File: src/rtl/sram_arb_pkg.sv
// Shared types and constants for the SRAM read arbiter.
package sram_arb_pkg;

  typedef enum logic [1:0] {
    IDLE = 2'd0,
    READ = 2'd1,
    RESP = 2'd2
  } arb_state_t;

  // Requester indices: audio streamer on port 0, chart reader on port 1.
  localparam int REQ_AUDIO = 0;
  localparam int REQ_CHART = 1;
  localparam int NUM_REQ   = 2;

endpackage

File: src/rtl/rr_arbiter2.sv
// Two-way round-robin pick: a lone requester wins outright; on a tie the port
// that was not served last wins. Purely combinational, holds no state.
module rr_arbiter2 (
  input  logic [1:0] req,
  input  logic       last_served,
  output logic       winner,
  output logic       any
);

  // Winner selection from the request pair and the previous owner.
  always_comb begin
    // NOTE: every output gets a default first so no path through the block
    // leaves it unassigned, which would otherwise infer a latch.
    any    = |req;
    winner = 1'b0;
    if (req == 2'b10) begin
      winner = 1'b1;
    end else if (req == 2'b11) begin
      winner = ~last_served;
    end
  end

endmodule

File: src/rtl/sram_read_arbiter.sv
// Shares one asynchronous SRAM (read-only) between the audio streamer (port 0)
// and the chart reader (port 1). One word read at a time: the winning address
// is registered onto the pins, CE/OE/UB/LB are held low for READ_CYCLES clocks,
// the data bus is captured and handed back to the owning port with a pulse.
module sram_read_arbiter
  import sram_arb_pkg::*;
#(
  parameter int ADDR_W      = 20,
  parameter int DATA_W      = 16,
  parameter int READ_CYCLES = 2
) (
  input  logic                      Clk,
  input  logic                      reset_n,
  input  logic [NUM_REQ-1:0]        req,
  input  logic [NUM_REQ*ADDR_W-1:0] req_addr,
  output logic [NUM_REQ-1:0]        grant,
  output logic [NUM_REQ-1:0]        rd_valid,
  output logic [DATA_W-1:0]         rd_data,
  output logic                      busy,
  output logic [ADDR_W-1:0]         SRAM_ADDR,
  input  logic [DATA_W-1:0]         SRAM_DQ,
  output logic                      SRAM_CE_N,
  output logic                      SRAM_OE_N,
  output logic                      SRAM_WE_N,
  output logic                      SRAM_UB_N,
  output logic                      SRAM_LB_N
);

  // Last READ cycle index; the counter never passes it, so 4 bits cover 1..15.
  localparam logic [3:0] LAST_WAIT = 4'(READ_CYCLES - 1);

  arb_state_t          state_q, state_d;
  logic [3:0]          wait_q, wait_d;
  logic                owner_q, owner_d;
  logic                last_q, last_d;
  logic [ADDR_W-1:0]   addr_d;
  logic [DATA_W-1:0]   data_d;
  logic [NUM_REQ-1:0]  grant_d, valid_d;
  logic                strobe_n_q;
  logic                win;
  logic                any_req;

  rr_arbiter2 u_rr (
    .req         (req),
    .last_served (last_q),
    .winner      (win),
    .any         (any_req)
  );

  // Next-state and next-output decode for the IDLE -> READ -> RESP sequence.
  always_comb begin
    state_d = state_q;
    wait_d  = wait_q;
    owner_d = owner_q;
    last_d  = last_q;
    addr_d  = SRAM_ADDR;
    data_d  = rd_data;
    grant_d = '0;
    valid_d = '0;
    unique case (state_q)
      IDLE: begin
        if (any_req) begin
          addr_d  = win ? req_addr[REQ_CHART*ADDR_W +: ADDR_W]
                        : req_addr[REQ_AUDIO*ADDR_W +: ADDR_W];
          owner_d = win;
          grant_d[win] = 1'b1;
          wait_d  = '0;
          state_d = READ;
        end
      end
      READ: begin
        wait_d = wait_q + 4'd1;
        if (wait_q == LAST_WAIT) begin
          data_d           = SRAM_DQ;
          valid_d[owner_q] = 1'b1;
          state_d          = RESP;
        end
      end
      RESP: begin
        last_d  = owner_q;
        state_d = IDLE;
      end
      default: state_d = IDLE;
    endcase
  end

  // State, bookkeeping and registered outputs; strobes follow the next state
  // so they are low for exactly the READ cycles and rise asynchronously on reset.
  always_ff @(posedge Clk or negedge reset_n) begin
    if (!reset_n) begin
      state_q    <= IDLE;
      wait_q     <= '0;
      owner_q    <= 1'b0;
      last_q     <= 1'b1;
      SRAM_ADDR  <= '0;
      rd_data    <= '0;
      grant      <= '0;
      rd_valid   <= '0;
      busy       <= 1'b0;
      strobe_n_q <= 1'b1;
    end else begin
      // NOTE: sequential state uses non-blocking assignments so every flop
      // samples pre-edge values regardless of statement order.
      state_q    <= state_d;
      wait_q     <= wait_d;
      owner_q    <= owner_d;
      last_q     <= last_d;
      SRAM_ADDR  <= addr_d;
      rd_data    <= data_d;
      grant      <= grant_d;
      rd_valid   <= valid_d;
      busy       <= (state_d != IDLE);
      strobe_n_q <= (state_d != READ);
    end
  end

  assign SRAM_CE_N = strobe_n_q;
  assign SRAM_OE_N = strobe_n_q;
  assign SRAM_UB_N = strobe_n_q;
  assign SRAM_LB_N = strobe_n_q;
  assign SRAM_WE_N = 1'b1;

endmodule
File: config.mk
export PLATFORM = sky130hd
export DESIGN_NAME = sram_read_arbiter
export DESIGN_NICKNAME = d
export VERILOG_FILES = /design/src/rtl/sram_arb_pkg.sv /design/src/rtl/rr_arbiter2.sv /design/src/rtl/sram_read_arbiter.sv
export SDC_FILE = /design/constraint.sdc
export NUM_CORES = 1
export LEC_CHECK = 0
export ABC_AREA = 1
export CORE_AREA = 2 2 76 78
export CTS_BUF_LIST = sky130_fd_sc_hd__clkbuf_8 sky130_fd_sc_hd__clkbuf_16
export DETAILED_ROUTE_END_ITERATION = 8
export DIE_AREA = 0 0 78 80
export GPL_TIMING_DRIVEN = 0
export HOLD_SLACK_MARGIN = 0.02
export PLACE_DENSITY = 0.91
export SLEW_MARGIN = 30
export SYNTH_ARGS = -nofsm -noshare
export SYNTH_HDL_FRONTEND = slang
export SYNTH_SLANG_ARGS = --single-unit
File: constraint.sdc
create_clock -name Clk -period 2.5 [get_ports Clk]
set_input_delay 0.75 -clock Clk [delete_from_list [all_inputs] [get_ports Clk]]
set_output_delay 0.75 -clock Clk [all_outputs]
set_load 0.005 [all_outputs]
# Word-level counts from Yosys, hierarchy flattened

Index checks and enable logic that the tools add are counted.

Bits in registers: 50
Bits of input ports: 60
Output and inout port bits: 46
Word-level logic and storage cells: 48

Add/subtract/negate cells: 1
Order comparisons: 4
Equality and inequality tests: 7
Muxes and demuxes: 16
Bitwise gates (word level): 1
Reduce and logical (&&, ||, !) cells: 9

Operators with widths:

| operator                                                    | number |
|---|---|
| two-way mux 20 bit                                          | 1 |
| two-way mux 2 bit                                           | 6 |
| one-hot mux 4 bit (2 select lines)                          | 1 |
| == test 2 bit (second input constant)                       | 3 |
| AND reduction 2 bit                                         | 3 |
| adder 4 x 1 -> 4 bit (second input constant)                | 1 |
| == test 4 x 1 -> 1 bit (second input constant)              | 1 |
| less-than comparator 1 x 2 -> 1 bit (second input constant) | 2 |
| two-way mux 1 bit                                           | 4 |
| two-way mux 4 bit                                           | 1 |
| one-hot mux 2 bit (2 select lines)                          | 1 |
| nonzero test 2 bit                                          | 2 |
| demux 1 bit (select 1 bit)                                  | 2 |
| == test 2 x 1 -> 1 bit (second input constant)              | 1 |
| greater-or-equal comparator 1 bit (second input constant)   | 2 |
| logical AND 1 bit                                           | 2 |
| logical NOT 2 bit                                           | 1 |
| inequality test 2 x 1 -> 1 bit (second input constant)      | 1 |
| inequality test 2 bit (second input constant)               | 1 |
| OR reduction 2 bit                                          | 1 |
| inverter 1 bit                                              | 1 |

# Logic depth before layout (Yosys ltp)

Gate-level depths: netlist of run 1.

Depth in word-level cells: 9
Gate-level depth with buffers: 7

# Modules after synthesis

Synthesis of run 1 repeated with hierarchy kept, for this count alone.

Cells, all modules: 277
Area, all modules: 2224.6 µm²

Modules (own cells, without submodules):

| module            | times used | cells an instance | area each (µm²) |
|---|---|---|---|
| sram_read_arbiter | 1          | 274               | 2209.6 |
| rr_arbiter2       | 1          | 3                 | 15.0 |

# Least setup slack after synthesis of run 1

Ideal clock, no wire load.

Kind: input to register
Start: input port req[0]
End: register SRAM_ADDR[10]
Library setup time: 0.117 ns
Arrival time: 1.324 ns
Data required time: 2.383 ns
Setup slack: 1.059 ns
Cell stages on the path: 5
Path buffers: 1
Path through: nand2_1 -> clkbuf_1 -> nand3b_1 -> nand3_1 -> nand2_1

Cells in the longest elaborated chain, start to end: 4

RTL lines:

| item                 | line                     | source |
|---|---|---|
| from (decl)          | sram_read_arbiter.sv:14  | `input logic [NUM_REQ-1:0] req,` |
| == test 2 bit        | rr_arbiter2.sv:18        | `end else if (req == 2'b11) begin` |
| two-way mux 1 bit    | rr_arbiter2.sv:18        |  |
| two-way mux 1 bit    | rr_arbiter2.sv:16        | `if (req == 2'b10) begin` |
| two-way mux 20 bit   | sram_read_arbiter.sv:63  | `addr_d = win ? req_addr[REQ_CHART*ADDR_W +: ADDR_W]` |
| to (signal assigned) | sram_read_arbiter.sv:108 | `SRAM_ADDR <= addr_d;` |
| to (decl)            | sram_read_arbiter.sv:20  | `output logic [ADDR_W-1:0] SRAM_ADDR,` |

Several ways; a longest one is shown, not always the timed one.
A chain may end at the register's enable or synchronous reset.

# Worst setup path after layout of run 1

Start: register strobe_n_q (netlist: SRAM_CE_N)
End: output port SRAM_UB_N

RTL lines:

| item                   | line                     | source |
|---|---|---|
| from (decl)            | sram_read_arbiter.sv:39  | `logic strobe_n_q;` |
| from (signal assigned) | sram_read_arbiter.sv:113 | `strobe_n_q <= (state_d != READ);` |
| to (decl)              | sram_read_arbiter.sv:25  | `output logic SRAM_UB_N,` |

No word-level cell between the ends.

==> results of run 1 <==
## cell usage in the layout (no fill, tap or decap), types with 2 or more instances in the layout
cell type	count
sky130_fd_sc_hd__nor2_1	6
sky130_fd_sc_hd__dfstp_2	2
sky130_fd_sc_hd__inv_1	22
sky130_fd_sc_hd__ha_1	2
sky130_fd_sc_hd__buf_2	9
sky130_fd_sc_hd__nor2_4	2
sky130_fd_sc_hd__o21ai_0	4
sky130_fd_sc_hd__clkbuf_8	6
sky130_fd_sc_hd__nand3_1	26
sky130_fd_sc_hd__nand3b_1	15
sky130_fd_sc_hd__clkdlybuf4s50_1	103
sky130_fd_sc_hd__nand2_1	127
sky130_fd_sc_hd__nand2_2	2
sky130_fd_sc_hd__clkbuf_1	2
sky130_fd_sc_hd__buf_4	5
sky130_fd_sc_hd__dfrtp_1	48
## through the flow
step | worst slack [ps] | area [um2] | utilization | total power [mW] | TNS [ps]
3_3_place_gp | -681 | 3480 | 0.644 | 3.32 | -32950
4_1_cts | 273 | 3570 | 0.661 | 3.91 | 0
5_1_grt | 239 | 3570 | 0.661 | 4.18 | 0
2_1_floorplan | 1060 | 2350 | - | 2.36 | 0
3_5_place_dp | 369 | 3480 | 0.644 | 3.41 | 0
6_report | 298 | 3570 | 0.661 | 3.86 | 0
## kinds of logic after synthesis
group           count (synthesis)
xor+xnor                        1
flops                          50
buf+inv                        40
other cells                     1
fa+ha+maj                       2
simple gates                  182
compound gates                  6
## routing by layer
| layer | track usage | up-vias | share of wire |
|---|---|---|---|
| met3 | 0.0566 | 6 | 0.092 |
| met4 | 0.0509 | 0 | 0.0085 |
| met2 | 0.372 | 99 | 0.49 |
| li1 | - | 1085 | - |
| met1 | 0.244 | 998 | 0.41 |
| met5 | 0 | - | 0 |
## critical path, stage by stage, from the launching register on
cell and delay, ps:
sky130_fd_sc_hd__dfstp_2 570, sky130_fd_sc_hd__buf_4 100, sky130_fd_sc_hd__clkdlybuf4s50_1 490
## synthesized netlist by cell type
| master | number |
|---|---|
| sky130_fd_sc_hd__clkbuf_1 | 2 |
| sky130_fd_sc_hd__nand3b_1 | 15 |
| sky130_fd_sc_hd__a21oi_1 | 1 |
| sky130_fd_sc_hd__buf_4 | 4 |
| sky130_fd_sc_hd__nand2_1 | 127 |
| sky130_fd_sc_hd__ha_1 | 2 |
| sky130_fd_sc_hd__nand2_2 | 2 |
| sky130_fd_sc_hd__nand2_4 | 1 |
| sky130_fd_sc_hd__dfstp_2 | 2 |
| sky130_fd_sc_hd__inv_1 | 22 |
| sky130_fd_sc_hd__nand3_4 | 1 |
| sky130_fd_sc_hd__nor2_8 | 1 |
| sky130_fd_sc_hd__o21bai_1 | 1 |
| sky130_fd_sc_hd__nor2_4 | 2 |
| sky130_fd_sc_hd__nor2_1 | 6 |
| sky130_fd_sc_hd__inv_4 | 1 |
| sky130_fd_sc_hd__o21ai_0 | 4 |
| sky130_fd_sc_hd__inv_2 | 1 |
| sky130_fd_sc_hd__conb_1 | 1 |
| sky130_fd_sc_hd__buf_12 | 1 |
| sky130_fd_sc_hd__xnor2_1 | 1 |
| sky130_fd_sc_hd__dfrtp_1 | 48 |
| sky130_fd_sc_hd__nand3_1 | 26 |
| sky130_fd_sc_hd__buf_2 | 9 |
| sky130_fd_sc_hd__nand4_1 | 1 |
## power by group through the flow
stage	clock network [mW]	logic, mW	registers (mW)
after global placement	0	1.87	1.45
final	0.489	1.92	1.45
after detailed placement	0	1.95	1.46
after global routing	0.530	2.15	1.50
after CTS	0.502	1.96	1.45
after floorplan	0	0.897	1.46
## registers in the layout (all words and copies together), names as in the netlist
name,cells
SRAM_ADDR,20
rd_data,16
wait_q,4
grant,2
rd_valid,2
state_q,2
SRAM_CE_N,1
busy,1
last_q,1
owner_q,1
## path summary, 6_finish.rpt
check,slack [ps],to
max,300,SRAM_UB_N
min,430,rd_valid[0]
max reg2reg,1100,rd_data[7]
min reg2reg,430,rd_valid[0]
max in group asynchronous,1610,wait_q[0]
min in group asynchronous,450,SRAM_ADDR[15]
## cell type report
| class | count | share of cell area |
|---|---|---|
| Inverter | 24 | 0.0259 |
| Clock buffer | 6 | 0.0231 |
| Multi-Input combinational cell | 192 | 0.252 |
| Tap cell | 72 | 0.0252 |
| Sequential cell | 50 | 0.351 |
| Buffer | 16 | 0.0287 |
| Clock inverter | 2 | 0.00350 |
| Timing Repair Buffer | 104 | 0.291 |
==> load_flow_metrics.sql, run 1 <==
INSERT INTO impl_metrics (metric_group, metric, value, unit) VALUES
('grt', 'grt_start_max_net_pins', '51', ''),
('setup_path', 'cp-startpoint', 'SRAM_CE_N', ''),
('setup_path', 'worstPathRequired', '1750', 'ps'),
('synth', 'synth_compound_gate_area_share', '0.0138', ''),
('final_layout', 'final.fill_count', '461', ''),
('final_layout', 'antenna-diode-count', '0', ''),
('timing', 'achievable-frequency', '0.454', 'GHz'),
('grt', 'grt_pass1_wl', '10100', 'um'),
('synth', 'synth.cell_area', '2350', 'um2'),
('final_layout', 'final_layout_size_suffix_gt1_frac', '0.0863', ''),
('clock_tree', 'clock_sinks', '50', ''),
('placement', 'io_buffers', '104', ''),
('power_and_ir_drop', 'power_density', '1080', 'nW/um2'),
('synth', 'netlist.area_leader.share', '0.511', ''),
('synth', 'muxShareOfSynthArea', '0', ''),
('clock_tree', 'hold_bufs_at_cts', '0', ''),
('routing', 'ant_nets', '0', ''),
('clock_tree', 'clkTransAtPathRegs', '90', 'ps'),
('synth', 'synth_area_leader_cell', 'sky130_fd_sc_hd__dfrtp_1', ''),
('floorplanning', 'top_level_ports', '106', ''),
('run_status', 'run_status', 'complete, no violations', ''),
('clock_tree', 'tritoncts_clock_tree', 'done', ''),
('placement', 'gp_congestion', '0.780', ''),
('worst_hold_path', 'timing.hold.worst.start', 'owner_q', ''),
('final_layout', 'instances_no_fill', '466', ''),
('power_and_ir_drop', 'combinational_share_of_power', '0.498', ''),
('timing', 'max_transition_margin', '0.579', ''),
('clock_tree', 'clk_root_buffer_cell', 'sky130_fd_sc_hd__clkbuf_8', ''),
('timing', 'hold_viol', '0', ''),
('synth', 'synth-simple-area-share', '0.354', ''),
('clock_tree', 'cts_max_path_buffers', '2', ''),
('setup_path', 'worstReg2RegStart', 'wait_q[1]', ''),
('final_layout', 'design.final.nets', '455', ''),
('final_layout', 'area_delta_synth_final', '52.0', '%'),
('setup_path', 'critPathArrivalTime', '1450', 'ps'),
('power_and_ir_drop', 'p_int', '2.47', 'mW'),
('floorplanning', 'die_x', '78', 'um'),
('setup_path', 'start_kind', 'register', ''),
('worst_hold_path', 'hold_path.class', 'reg -> reg', ''),
('power_and_ir_drop', 'power_switching_share', '0.359', ''),
('final_layout', 'total_area_of_multi_input_combinational_cells', '902', 'um2'),
('grt', 'grt_antenna_before_repair', '0', ''),
('floorplanning', 'die_area', '6240', 'um2'),
('synth', 'synth_top_cells_by_area', 'sky130_fd_sc_hd__dfrtp_1 (51%), sky130_fd_sc_hd__nand2_1 (20%), sky130_fd_sc_hd__nand3_1 (5.5%)', ''),
('setup_path', 'rr_worst_depth', '6', ''),
('placement', 'post-dp-hpwl', '4630', 'um'),
('worst_hold_path', 'hold_depth', '1', ''),
('flow_run', 'max_cap_viols', '0', ''),
('timing', 'worst_hold_check_slack', '434', 'ps'),
('floorplanning', 'coreArea', '5410', 'um2'),
('power_and_ir_drop', 'clock_share_of_power', '0.127', ''),
('final_layout', 'seq_area', '1250', 'um2'),
('timing', 'final-max-slew-violation-count', '0', ''),
('clock_tree', 'post-cts-setup-buffers', '0', ''),
('synth', 'total_of_flip_flops_plus_latches_after_synthesis', '50', ''),
('power_and_ir_drop', 'net-switching-power', '1.38', 'mW'),
('clock_tree', 'cts.htree.levels', '2', ''),
('grt', 'grt_overflow_total', '0', ''),
('synth', 'synth_top_family_by_area', 'simple AND/OR/NAND/NOR gates', ''),
('clock_tree', 'cts-buffers-inserted', '5', ''),
('clock_tree', 'resized_cells_post_cts', '0', ''),
('routing', 'drc', '0', ''),
('routing', 'drt-pass1-iter-count', '4', ''),
('timing', 'tightestPinTransition', '631', 'ps'),
('clock_tree', 'insertion_delay', '300', 'ps'),
('routing', 'drt-initial-drc-count', '83', ''),
('timing', 'fin_crit', '2200', 'ps'),
('routing', 'routed_wire_length_per_instance', '13.2', 'um'),
('synth', 'post_synth_xor_area_fraction', '0.00373', ''),
('timing', 'setup_viol', '0', ''),
('synth', 'postSynthCellCount', '282', '');
No activity file was read; power rests on OpenSTA's default activity.
==> inputs of run 2 (changes only) <==
--- a/config.mk
+++ b/config.mk
@@ -6,6 +6,7 @@
 export NUM_CORES = 1
 export LEC_CHECK = 0
 export ABC_AREA = 1
+export CAP_MARGIN = 20
 export CORE_AREA = 2 2 76 78
 export CTS_BUF_LIST = sky130_fd_sc_hd__clkbuf_8 sky130_fd_sc_hd__clkbuf_16
 export DETAILED_ROUTE_END_ITERATION = 8
==> results of run 2 <==
Final layout, timing and power as in run 1 (identical DEF).
==> inputs of run 3 (changes only) <==
--- a/config.mk
+++ b/config.mk
@@ -7,14 +7,16 @@
 export LEC_CHECK = 0
 export ABC_AREA = 1
 export CAP_MARGIN = 20
-export CORE_AREA = 2 2 76 78
+export CORE_AREA = 2 2 75 77
 export CTS_BUF_LIST = sky130_fd_sc_hd__clkbuf_8 sky130_fd_sc_hd__clkbuf_16
 export DETAILED_ROUTE_END_ITERATION = 8
-export DIE_AREA = 0 0 78 80
+export DIE_AREA = 0 0 77 79
 export GPL_TIMING_DRIVEN = 0
 export HOLD_SLACK_MARGIN = 0.02
 export PLACE_DENSITY = 0.91
+export REMOVE_ABC_BUFFERS = 1
 export SLEW_MARGIN = 30
 export SYNTH_ARGS = -nofsm -noshare
 export SYNTH_HDL_FRONTEND = slang
+export SYNTH_HIERARCHICAL = 1
 export SYNTH_SLANG_ARGS = --single-unit
==> run 3 against run 2 <==
Compared with the run above: critical path depth up 4; global-route usage fell by 1.8 points; wire length fell by 14%; total power decreased by 5.1%; worst hold slack got worse by 2.4 ps; final cell count fell by 3.9%; sequential share of layout area grew 1.8 points; count of clock-buffer cells in the layout is 1 lower; via count is 7.4% lower; critical endpoint is now SRAM_ADDR[13]; highest routed layer unchanged.
==> load_flow_metrics.sql, run 3 <==
INSERT INTO impl_metrics (metric_group, metric, value, unit) VALUES
('routing', 'drt_wl_total', '5280', 'um'),
('timing', 'tightestPinTransition', '610', 'ps'),
('synth', 'yosysMostFrequentCell', 'sky130_fd_sc_hd__nand2_1', ''),
('routing', 'ant_nets', '0', ''),
('power_and_ir_drop', 'worst_ir_drop_vdd', '0.430', 'mV'),
('routing', 'drt-initial-drc-count', '56', ''),
('power_and_ir_drop', 'power_density', '1080', 'nW/um2'),
('setup_path', 'worstReg2RegStart', 'last_q', ''),
('final_layout', 'layout_commonest_cell', 'sky130_fd_sc_hd__nand2_1', ''),
('timing', 'final.period_utilization', '0.910', ''),
('routing', 'met3_wirelength', '430', 'um'),
('timing', 'timing.clock.skew', '7.35', 'ps'),
('final_layout', 'largest_register_ffs', '20', ''),
('floorplanning', 'placement_rows', '27', ''),
('floorplanning', 'top_level_ports', '106', ''),
('final_layout', 'mostFrequentLayoutCells', 'sky130_fd_sc_hd__nand2_1 (174), sky130_fd_sc_hd__clkdlybuf4s50_1 (103), sky130_fd_sc_hd__dfrtp_1 (48), sky130_fd_sc_hd__inv_1 (8), sky130_fd_sc_hd__nor2_1 (6)', ''),
('setup_path', 'worstPathMaxFanout', '24', ''),
('floorplanning', 'coreArea', '5340', 'um2'),
('clock_tree', 'cts-buffers-inserted', '5', ''),
('timing', 'setup_viol', '0', ''),
('synth', 'synth_top_cells_by_area', 'sky130_fd_sc_hd__dfrtp_1 (54%), sky130_fd_sc_hd__nand2_1 (30%), sky130_fd_sc_hd__dfstp_2 (2.4%)', ''),
('final_layout', 'stdcell_area', '3400', 'um2'),
('grt', 'overall_track_demand_over_capacity_in_global_routing', '0.188', ''),
('final_layout', 'design.final.nets', '437', ''),
('grt', 'grt_pass1_wl', '9060', 'um'),
('clock_tree', 'cts.htree.levels', '2', ''),
('setup_path', 'rr_worst_depth', '7', ''),
('clock_tree', 'tritoncts_clock_tree', 'done', ''),
('placement', 'gp_congestion', '0.730', ''),
('synth', 'netlist.area_leader.share', '0.540', ''),
('grt', 'grt_overflow_total', '0', ''),
('floorplanning', 'die_height', '79', 'um'),
('clock_tree', 'clk_root_buffer_cell', 'sky130_fd_sc_hd__clkbuf_8', ''),
('synth', 'postSynthCellCount', '277', ''),
('run_status', 'run_status', 'complete, no violations', ''),
('synth', 'share_of_flip_flops_with_an_asynchronous_set_or_reset_after_synthesis', '1.00', ''),
('synth', 'synth_flop_cell', 'sky130_fd_sc_hd__dfrtp_1', ''),
('synth', 'postSynthAreaPerCell', '8.03', 'um2'),
('flow_run', 'max_cap_viols', '0', ''),
('final_layout', 'final_layout_size_suffix_gt1_frac', '0.0585', ''),
('setup_path', 'critPathArrivalTime', '2460', 'ps'),
('routing', 'top_signal_layer_used', 'met4', ''),
('timing', 'unrepaired_setup_endpoints_after_global_routing', 'false', ''),
('power_and_ir_drop', 'power_leakage', '1.70', 'nW'),
('setup_path', 'worstPathRequired', '2690', 'ps'),
('placement', 'post-dp-hpwl', '3930', 'um'),
('final_layout', 'layout_top_registers', 'SRAM_ADDR x20, rd_data x16, wait_q x4', ''),
('final_layout', 'final.fill_count', '482', ''),
('timing', 'achievable-frequency', '0.440', 'GHz'),
('synth', 'synth.yosys.warnings', '6', ''),
('placement', 'place_area', '3290', 'um2'),
('routing', 'dr_wl_met2', '2620', 'um'),
('setup_path', 'regToRegSetupSlack', '780', 'ps'),
('synth', 'total_of_flip_flops_plus_latches_after_synthesis', '50', ''),
('setup_path', 'critPathCaptureType', 'register', ''),
('setup_path', 'start_kind', 'primary input', ''),
('clock_tree', 'clock_sinks', '50', ''),
('worst_hold_path', 'hold_path.class', 'reg -> reg', ''),
('placement', 'io_buffers', '104', ''),
('floorplanning', 'die_area', '6080', 'um2'),
('timing', 'hold_viol', '0', ''),
('synth', 'synth_edf_count', '0', ''),
('floorplanning', 'die_x', '77', 'um'),
('clock_tree', 'cts_max_path_buffers', '2', ''),
('grt', 'first_global_vias', '2003', ''),
('routing', 'routed_wire_length_per_instance', '11.8', 'um'),
('floorplanning', 'start_util', '0.417', ''),
('final_layout', 'antenna-diode-count', '0', ''),
('synth', 'ys_types', '21', ''),
('routing', 'detailroute.via_count', '2027', ''),
('routing', 'drt-pass1-iter-count', '4', ''),
('final_layout', 'max_flop_register', 'SRAM_ADDR', ''),
('setup_path', 'worst_r2r_endpoint', 'SRAM_ADDR[5]', ''),
('timing', 'max_transition_margin', '0.593', ''),
('setup_path', 'crit_path_end', 'SRAM_ADDR[13]', ''),
('synth', 'synth.yosys.seq_area_share', '0.564', ''),
('timing', 'final-max-slew-violation-count', '0', ''),
('timing', 'worst_hold_check_slack', '431', 'ps'),
('final_layout', 'area_delta_synth_final', '52.7', '%'),
('clock_tree', 'clkTransAtPathRegs', '90', 'ps'),
('routing', 'avgViaCountPerCell', '4.52', ''),
('setup_path', 'cp-startpoint', 'req[0]', ''),
('routing', 'drc', '0', ''),
('clock_tree', 'post-cts-setup-buffers', '0', ''),
('grt', 'grt_antenna_before_repair', '0', ''),
('timing', 'fin_crit', '2270', 'ps'),
('synth', 'synth_area_leader_cell', 'sky130_fd_sc_hd__dfrtp_1', ''),
('setup_path', 'timing_worst_setup_path_type', 'in -> reg', ''),
('routing', 'drt-met1-wl', '2160', 'um'),
('clock_tree', 'insertion_delay', '300', 'ps'),
('synth', 'synth.cell_area', '2220', 'um2'),
('grt', 'grt_start_max_net_pins', '51', ''),
('clock_tree', 'hold_bufs_at_cts', '0', ''),
('synth', 'synth_commonest_cells', 'sky130_fd_sc_hd__nand2_1 (175), sky130_fd_sc_hd__dfrtp_1 (48), sky130_fd_sc_hd__buf_2 (9), sky130_fd_sc_hd__inv_1 (8), sky130_fd_sc_hd__nor2_1 (6)', '');
==> run 3: changes by cell type after synthesis, sizes merged <==
| cell | previous run | this run |
|---|---|---|
| o21bai | 1 | 0 |
| nand2 | 130 | 178 |
| inv | 24 | 9 |
| a21oi | 1 | 3 |
| nand3 | 27 | 5 |
| or2 | 0 | 1 |
| nand3b | 15 | 0 |
| o22ai | 0 | 1 |
| o21ai | 4 | 2 |
| clkbuf | 2 | 0 |
==> run 3: worst max-delay path, stage by stage <==
cell and delay (ps):
sky130_fd_sc_hd__clkdlybuf4s50_1 430, sky130_fd_sc_hd__or2_1 270, sky130_fd_sc_hd__nand2_2 370, sky130_fd_sc_hd__inv_1 410
sky130_fd_sc_hd__nand2_1 150, sky130_fd_sc_hd__nand2_1 60
==> run 3: timing repair <==
action / CTS / global route
endpoints found under the hold margin: 0 / 0
endpoints found under the setup margin: 20 / 0
gates resized for setup: 1 / 0
==> run 3: layout make-up <==
class / instances / area [um2] / area share
tap: 72 / 90.1 / 0.0265
inverter: 9 / 33.8 / 0.00994
multi-input combinational: 204 / 857 / 0.252
clock buffer: 5 / 68.8 / 0.0203
sequential: 50 / 1250 / 0.369
timing repair buffer: 105 / 1050 / 0.310
clock inverter: 3 / 40.0 / 0.0118
==> run 3: layer usage <==
metal  global-route usage  vias up
met2                0.335       76
met3               0.0727        8
li1                     -     1023
met4               0.0536        0
met5                    0        -
met1                0.210      920
==> run 3: cells by family (layout without fill, tap and decap cells) <==
| kind of cell | count (synthesis) | count (layout) | synth area share |
|---|---|---|---|
| fa+ha+maj | 2 | 2 | 0.0112 |
| buf+inv | 23 | 122 | 0.0540 |
| xor+xnor | 1 | 1 | 0.00394 |
| compound gates | 6 | 6 | 0.0141 |
| simple gates | 194 | 194 | 0.352 |
| flops | 50 | 50 | 0.564 |
| other cells | 1 | 1 | 0.00169 |
==> run 3: through the flow <==
| step | utilization | std cells | setup TNS (ps) | power (mW) | setup slack [ps] |
|---|---|---|---|---|---|
| after global routing | 0.636 | 448 | 0 | 3.98 | 64.6 |
| after CTS | 0.636 | 448 | 0 | 3.71 | 224 |
| final | 0.636 | 448 | 0 | 3.66 | 226 |
| after floorplan | - | 263 | 0 | 2.16 | 36.4 |
| after global placement | 0.613 | 439 | -57470 | 3.05 | -1270 |
| after detailed placement | 0.616 | 440 | -8760 | 3.14 | -452 |
==> run 3: where the power goes <==
part / switching [mW] / internal [mW]
Clock: 0.258 / 0.295
Combinational: 0.783 / 0.904
Sequential: 0.232 / 1.19
==> run 3: worst min-delay path by stage <==
stage,start,to,cells past startpoint
finish,owner_q,rd_valid[0],1
global route,owner_q,rd_valid[0],1
CTS,owner_q,rd_valid[0],1
detailed placement,owner_q,rd_valid[0],1
global placement,owner_q,rd_valid[0],1
floorplan,owner_q,rd_valid[0],1
